--- src/rtl/inv_sub_bytes_seq.sv ---
`default_nettype none
// ============================================================================
// Module      : inv_sub_bytes_seq
// Description : Sequential AES InvSubBytes engine, BYTES_PER_CYCLE shared
//               S-box lookups per cycle, valid/ready on both sides.
//               Optional macro INV_SUB_BYTES_FWD_EN adds a forward-S-box mode.
// Revision    : 1.0 - initial release
// ============================================================================
module inv_sub_bytes_seq #(
    parameter int BYTES_PER_CYCLE = 4
) (
    input  logic         clk,
    input  logic         rst,
`ifdef INV_SUB_BYTES_FWD_EN
    input  logic         mode,
`endif
    input  logic [0:127] msg,
    input  logic         in_valid,
    output logic         in_ready,
    output logic [0:127] msgout,
    output logic         out_valid,
    input  logic         out_ready
);

    localparam int C_NCHUNK = 16 / BYTES_PER_CYCLE;
    localparam int C_CW     = (C_NCHUNK > 1) ? $clog2(C_NCHUNK) : 1;
    localparam int C_LOGB   = $clog2(BYTES_PER_CYCLE);

    localparam logic [1:0] C_ST_IDLE = 2'd0;
    localparam logic [1:0] C_ST_BUSY = 2'd1;
    localparam logic [1:0] C_ST_DONE = 2'd2;

    generate
        if (!(BYTES_PER_CYCLE == 1 || BYTES_PER_CYCLE == 2 || BYTES_PER_CYCLE == 4 ||
              BYTES_PER_CYCLE == 8 || BYTES_PER_CYCLE == 16)) begin : g_bad_bytes_per_cycle
            $error("inv_sub_bytes_seq: BYTES_PER_CYCLE must be 1, 2, 4, 8 or 16");
        end
    endgenerate

    // GF(2^8) arithmetic, used only to build the constant lookup tables
    function automatic logic [7:0] f_gmul(input logic [7:0] a, input logic [7:0] b);
        logic [7:0] p;
        logic [7:0] x;
        p = 8'h00;
        x = a;
        for (int i = 0; i < 8; i++) begin
            if (b[i]) p = p ^ x;
            x = {x[6:0], 1'b0} ^ (x[7] ? 8'h1b : 8'h00);
        end
        return p;
    endfunction

    // x^254 is the multiplicative inverse, and maps 0 to 0 as AES requires
    function automatic logic [7:0] f_ginv(input logic [7:0] a);
        logic [7:0] r;
        logic [7:0] p;
        r = 8'h01;
        p = a;
        for (int i = 0; i < 8; i++) begin
            if (i != 0) r = f_gmul(r, p);
            p = f_gmul(p, p);
        end
        return r;
    endfunction

    function automatic logic [2047:0] f_build_inv();
        logic [2047:0] t;
        logic [7:0]    b;
        t = '0;
        for (int i = 0; i < 256; i++) begin
            b = 8'(i);
            t[8*i +: 8] = f_ginv({b[6:0], b[7]} ^ {b[4:0], b[7:5]} ^ {b[1:0], b[7:2]} ^ 8'h05);
        end
        return t;
    endfunction

    localparam logic [2047:0] C_INV_SBOX = f_build_inv();

`ifdef INV_SUB_BYTES_FWD_EN
    function automatic logic [2047:0] f_build_fwd();
        logic [2047:0] t;
        logic [7:0]    v;
        t = '0;
        for (int i = 0; i < 256; i++) begin
            v = f_ginv(8'(i));
            t[8*i +: 8] = v ^ {v[6:0], v[7]} ^ {v[5:0], v[7:6]} ^ {v[4:0], v[7:5]} ^
                          {v[3:0], v[7:4]} ^ 8'h63;
        end
        return t;
    endfunction

    localparam logic [2047:0] C_FWD_SBOX = f_build_fwd();

    logic r_mode;
`endif

    logic [1:0]      r_state;
    logic [1:0]      w_state_nxt;
    logic [0:127]    r_msg_in;
    logic [0:127]    r_msgout;
    logic [C_CW-1:0] r_cnt;
    logic            w_last;
    logic            w_accept;
    logic [3:0]      w_chunk_base;
    logic [7:0]      w_lane_in [BYTES_PER_CYCLE];
    logic [7:0]      w_sub     [BYTES_PER_CYCLE];

    assign w_last       = (r_cnt == C_CW'(C_NCHUNK - 1));
    assign w_accept     = (r_state == C_ST_IDLE) && in_valid;
    assign w_chunk_base = 4'(r_cnt) << C_LOGB;
    assign msgout       = r_msgout;

    always_ff @(posedge clk) begin
        if (rst) begin
            r_state <= C_ST_IDLE;
        end else begin
            r_state <= w_state_nxt;
        end
    end

    always_comb begin
        w_state_nxt = r_state;
        in_ready    = 1'b0;
        out_valid   = 1'b0;
        case (r_state)
            C_ST_IDLE: begin
                in_ready = 1'b1;
                if (in_valid) w_state_nxt = C_ST_BUSY;
            end
            C_ST_BUSY: begin
                if (w_last) w_state_nxt = C_ST_DONE;
            end
            C_ST_DONE: begin
                out_valid = 1'b1;
                if (out_ready) w_state_nxt = C_ST_IDLE;
            end
            default: w_state_nxt = C_ST_IDLE;
        endcase
    end

    // Lane j of chunk c handles byte c*B+j of the captured state
    always_comb begin
        for (int j = 0; j < BYTES_PER_CYCLE; j++) begin
            w_lane_in[j] = r_msg_in[{w_chunk_base + 4'(j), 3'b000} +: 8];
`ifdef INV_SUB_BYTES_FWD_EN
            w_sub[j] = r_mode ? C_FWD_SBOX[{w_lane_in[j], 3'b000} +: 8]
                              : C_INV_SBOX[{w_lane_in[j], 3'b000} +: 8];
`else
            w_sub[j] = C_INV_SBOX[{w_lane_in[j], 3'b000} +: 8];
`endif
        end
    end

    always_ff @(posedge clk) begin
        if (rst) begin
            r_msg_in <= '0;
            r_msgout <= '0;
            r_cnt    <= '0;
`ifdef INV_SUB_BYTES_FWD_EN
            r_mode   <= 1'b0;
`endif
        end else if (w_accept) begin
            r_msg_in <= msg;
            r_cnt    <= '0;
`ifdef INV_SUB_BYTES_FWD_EN
            r_mode   <= mode;
`endif
        end else if (r_state == C_ST_BUSY) begin
            r_cnt <= w_last ? '0 : r_cnt + 1'b1;
            for (int k = 0; k < 16; k++) begin
                if (r_cnt == C_CW'(k / BYTES_PER_CYCLE)) begin
                    r_msgout[8*k +: 8] <= w_sub[k % BYTES_PER_CYCLE];
                end
            end
        end
    end

endmodule
`default_nettype wire
--- config.mk ---
export PLATFORM = sky130hd
export DESIGN_NAME = inv_sub_bytes_seq
export DESIGN_NICKNAME = d
export VERILOG_FILES = /design/src/rtl/inv_sub_bytes_seq.sv
export SDC_FILE = /design/constraint.sdc
export NUM_CORES = 1
export LEC_CHECK = 0
export BUFFER_PORTS_ARGS = -buffer_cell sky130_fd_sc_hd__buf_2
export CAP_MARGIN = 30
export CELL_PAD_IN_SITES_DETAIL_PLACEMENT = 1
export CELL_PAD_IN_SITES_GLOBAL_PLACEMENT = 2
export CORE_MARGIN = 5
export CORE_UTILIZATION = 32
export DETAILED_ROUTE_END_ITERATION = 8
export HOLD_SLACK_MARGIN = 0.05
export PLACE_DENSITY_LB_ADDON = 0.1
export SYNTH_ARGS = -nofsm -noshare
export SYNTH_HDL_FRONTEND = slang
export SYNTH_SLANG_ARGS = --single-unit
--- constraint.sdc ---
create_clock -name clk -period 4.14 [get_ports clk]
set_input_delay 0.207 -clock clk [delete_from_list [all_inputs] [get_ports clk]]
set_output_delay 0.207 -clock clk [all_outputs]
set_load 0.03 [all_outputs]
# After elaboration in Yosys (flattened, before gate mapping)

Index checks and enable logic that the tools add are counted.

Shift-type cells: 8
Add/sub/neg operators: 4
Equality and inequality tests: 8
Reduce and logical (&&, ||, !) cells: 9
Multiplexer cells: 7
Bitwise operators: 5

Operators with widths:

| cell                                                                           | count |
|---|---|
| 2048-bit by 12-bit indexed part select with 8-bit output, first input constant | 4 |
| 128-bit by 8-bit indexed part select with 129-bit output                       | 4 |
| 7-bit NOT with 8-bit output                                                    | 4 |
| 3-bit AND reduction                                                            | 5 |
| 4-bit by 2-bit adder with 4-bit output, second input constant                  | 2 |
| 2-bit two-way mux                                                              | 4 |
| 2-bit equality test, second input constant                                     | 3 |
| 2-bit inequality test, second input constant                                   | 3 |
| 2-bit one-hot mux with 3 select lines                                          | 1 |
| 4-bit by 1-bit adder with 4-bit output, second input constant                  | 1 |
| 2-bit by 1-bit equality test with 1-bit output, second input constant          | 2 |
| 2-bit logical NOT                                                              | 2 |
| 2-bit by 1-bit adder with 2-bit output, second input constant                  | 1 |
| 1-bit two-way mux                                                              | 2 |
| 2-bit OR reduction                                                             | 1 |
| 1-bit logical AND                                                              | 1 |
| 1-bit NOT                                                                      | 1 |

Logic and storage cells: 48
Bits of input ports: 132
Register bits: 260

# Longest topological paths before layout

Depth in word-level cells: 4
Gate-level depth with buffers: 17
Depth with buffers taken out: 11

# Worst setup path after synthesis

OpenSTA, ideal clock, no wires.

Kind: register to register
From: register r_cnt[0]
To: register r_msgout, in the netlist msgout[101]
Cell stages (with the launch flop): 17
Path slack: 112 ps
Period minus slack after synthesis: 4028 ps
Arrival: 3962 ps
Required time: 4074 ps
Path through: dfxtp_1 > buf_6 > buf_12 > buf_6 > mux4_2 > buf_2 > clkbuf_1 > inv_1 > ha_1 > clkbuf_1 > mux4_2 > mux2_2 > a32oi_1 > a21oi_1 > a31oi_1 > nor4_4 > a21oi_2

Word-level cells in the longest chain between the ends: 3
Elaborated cells on any way between the ends: 5

RTL lines:

| element                                                  | line | text |
|---|---|---|
| start, declared                                          | 101  | `logic [C_CW-1:0] r_cnt;` |
| start signal, assigned                                   | 169  | `r_cnt <= w_last ? '0 : r_cnt + 1'b1;` |
| 7-bit NOT with 8-bit output (not written as such)        | 144  | `w_lane_in[j] = r_msg_in[{w_chunk_base + 4'(j), 3'b000} +: 8];` |
| 128-bit by 8-bit indexed part select with 129-bit output | 144  |  |
| 2048-bit by 12-bit indexed part select with 8-bit output | 149  | `w_sub[j] = C_INV_SBOX[{w_lane_in[j], 3'b000} +: 8];` |
| end signal, assigned by index                            | 172  | `r_msgout[8*k +: 8] <= w_sub[k % BYTES_PER_CYCLE];` |
| end, declared                                            | 100  | `logic [0:127] r_msgout;` |

Parallel ways exist; a longest one is shown, timed or not.
A chain may end at the register's enable or synchronous reset.

# Final worst setup path

From: register r_cnt[1]
To: register r_msgout, in the netlist msgout[47]

Word-level cells in the longest chain between the ends: 4
Elaborated cells on any way between the ends: 6

RTL lines:

| element                                                  | line |
|---|---|
| 4-bit by 1-bit adder with 4-bit output                   | 144 |
| 7-bit NOT with 8-bit output (not written as such)        | 144 |
| 128-bit by 8-bit indexed part select with 129-bit output | 144 |
| 2048-bit by 12-bit indexed part select with 8-bit output | 149 |

Parallel ways exist; a longest one is shown, timed or not.

==> results by group <==
Timing
  – Hold Fails Final Rpt: 0
  – Fmax: 246 MHz
  – Max Slew Vio Count: 0
  – Max_slew headroom: 0.399
  – RSZ-0062 raised after global routing: no
  – Setup violators final: 0
  – Layout Skew: 60.8 ps
  – Tcrit/Tclk final: 0.984
  – Post-layout minimum cycle time: just over 4000 ps
  – Setup_tns: 0 ps
  – Transition time of the tightest slew-check pin: 901 ps

Placed design
  – Post-DP HPWL: roughly 110000 um
  – GPL Wtd Cong: between 1 and 1.5
  – I/O Buffers: about 260

Routing
  – DR WL met2: 64600 um
  – Metal1 wirelength: between 60000 and 70000 um
  – Routed Antenna Nets: 0
  – DR iter-0 viols: 3392
  – WL met3: approximately 14000 um
  – Via Count: 30738
  – Vias per cell: between 6 and 7
  – Max Used Layer: met5
  – Initial DRT Pass Iterations: 6
  – Wirelength per Cell: 30.9 um
  – DRC errors left: 0
  – DRT Wirelength: about 150000 um

Worst setup path
  – Worst setup SP type: flop
  – Worst setup EP type: flop
  – Flop-to-flop setup slack: 70 ps
  – Worst reg2reg path endpoint: msgout[47]
  – Reg2Reg Depth: 11
  – Setup CP Type: flop to flop
  – Critical path fanouts, max: 13
  – CP startpoint: r_cnt[1]
  – Critical R2R Launch: r_cnt[1]
  – Critical Path AT: about 4500 ps
  – Worst endpoint required time: roughly 4600 ps
  – Last element of the critical path: msgout[47]

Synthesis
  – Mapped cell area: 24900 sq um
  – Sequential-to-total area share from yosys stat: 0.209
  – Synth unique cells: 118
  – Commonest cells in the netlist: nand2_1 (449), a21oi_1 (366), dfxtp_1 (260)
  – Post-synth ARST share: 0
  – Synth warn: 0
  – Syn Inst Count: approximately 3400
  – Synth area leaders: dfxtp_1 (21%), a21oi_1 (7.4%), nand2_1 (6.8%)
  – Synthesized Nets: 3571
  – Number of synthesized flops with an enable pin: 0
  – Most instantiated library cell after synthesis: nand2_1
  – Cell accounting for the most synthesized area: dfxtp_1
  – Top_reg_cell synth: dfxtp_1
  – Syn avg cell area: 7.42 sq um
  – Yosys reg bits: 260
  – Share of the synthesized area in the top cell type: 0.209

CTS
  – Clock Pin Slew Worst Setup and Hold Paths: about 60 ps
  – H-tree depth: 2
  – CTS Buf Count: 34
  – Clk_lat worst skew: 590 ps
  – Max Root-Sink Buffers: 3
  – Clock Tree Root: clkbuf_16
  – TritonCTS clock tree: done
  – Clk sinks: 260

Layout
  – Area Growth Syn to Fin: 22.2%
  – Multi-input logic area: 17700 sq um
  – Fillers: 9531
  – NumNets Final: 3904
  – Reg area: 5210 sq um
  – Layout cells sized above 1: 0.210

Global route
  – First-pass GRT wire length: approximately 210000 um
  – Initial antenna violation count: 14
  – GRT overflow: 0
  – Largest net degree at the start of global routing: between 80 and 90
  – Vias in the first global route: 30806
  – GR Util All Layers: 0.335

Floorplanning
  – Die width: 289 um
  – Initial Util: 0.322
  – Io pins: 262
  – Die height: roughly 290 um
  – Core area: 77200 sq um
  – Standard-cell rows: between 100 and 150
  – Die Area: about 83000 sq um

Status
  – Status: finished clean

Pwr
  – Power Dens Cells: 342 nW/um^2
  – Total Power: just over 10 mW
  – VDD IR max: 0.000248 V
  – Leakage: 11.5 nW

Flow run
  – Max-Cap Viols: 0

Min path
  – Hold Path Class: input port to flop
==> where the power goes <==
part           total [mW]  switching [mW]  internal [mW]
Sequential           2.74           0.114           2.63
Clock                2.98            1.25           1.74
Combinational        4.65            3.09           1.57
==> registers in the layout, indices dropped and copies added, names as in the netlist <==
name      count
r_cnt         2
msgout      128
r_msg_in    128
r_state       2
==> stage by stage <==
step / hold WS [ps] / util / setup WS, ps / instances / instance area (sq um)
3_3_place_gp: 444 / 0.362 / -52.6 / 4557 / 27900
2_1_floorplan: 343 / - / 112 / 3351 / 24900
4_1_cts: 146 / 0.393 / 14.1 / 4747 / 30300
6_report: 144 / 0.393 / 67.3 / 4755 / 30400
5_1_grt: 166 / 0.393 / 36.7 / 4752 / 30400
3_5_place_dp: 451 / 0.362 / 35.9 / 4557 / 27900
==> final cells by class <==
| class | instances | area share |
|---|---|---|
| Antenna cell | 7 | 0.000577 |
| Clock buffer | 44 | 0.0309 |
| Clock inverter | 16 | 0.00535 |
| Inverter | 49 | 0.00614 |
| Multi-Input combinational cell | 2679 | 0.582 |
| Sequential cell | 260 | 0.172 |
| Tap cell | 1040 | 0.0428 |
| Timing Repair Buffer | 660 | 0.161 |
==> how the worst min path moves through the flow <==
stage / to / start / cells past startpoint
2_1_floorplan: r_msg_in[0] / msg[0] / 2
3_3_place_gp: r_msg_in[9] / r_msg_in[9] / 2
3_5_place_dp: r_msg_in[103] / r_msg_in[103] / 2
4_1_cts: r_state[1] / rst / 2
5_1_grt: r_state[1] / rst / 2
6_report: msgout[84] / rst / 2
==> kinds of logic (layout without fill, tap and decap cells) <==
kind of cell,after synthesis,in the layout,share of synthesized area
AO/OA/AOI/OAI,1292,1292,0.352
other,0,7,0
AND/OR/NAND/NOR,1122,1122,0.218
adder cells (fa/ha/maj),88,88,0.0443
flip-flops,260,260,0.209
multiplexers,152,152,0.0863
buffers and inverters,412,769,0.0809
XOR/XNOR,25,25,0.00911
==> per-layer routing <==
layer  vias up  GRT usage
li1      13248          -
met5         -          0
met4         8      0.129
met1     15274      0.446
met3       396     0.0762
met2      1812      0.530
==> cells in the final DEF (no fill, tap or decap), drive strengths merged, types with 54 or more instances in the layout <==
cell type	count
nand2b	89
mux2i	73
nor3	79
nand2	451
ha	88
a21oi	370
dfxtp	260
buf	530
dlygate4sd3	130
o211ai	64
a211oi	79
a31oi	75
nand3	82
o21ai	255
and2	54
nor2	180
==> worst max-delay path: stages (launching register included) <==
cell	delay, ps
dfxtp_4	550
buf_4	290
mux4_2	580
buf_4	230
ha_1	280
buf_4	210
a21oi_1	300
o21ai_0	310
a31oi_1	460
a22oi_1	150
nor2_1	380
o32ai_1	160
==> timing repair <==
| item | in CTS | in global routing |
|---|---|---|
| gates resized for setup | 0 | 2 |
| buffers inserted | 0 | 1 |
| hold buffers | 130 | 0 |
| hold endpoints to repair | 131 | 0 |
| endpoints found under the setup margin | 0 | 16 |
(Power assumes the default switching activity.)
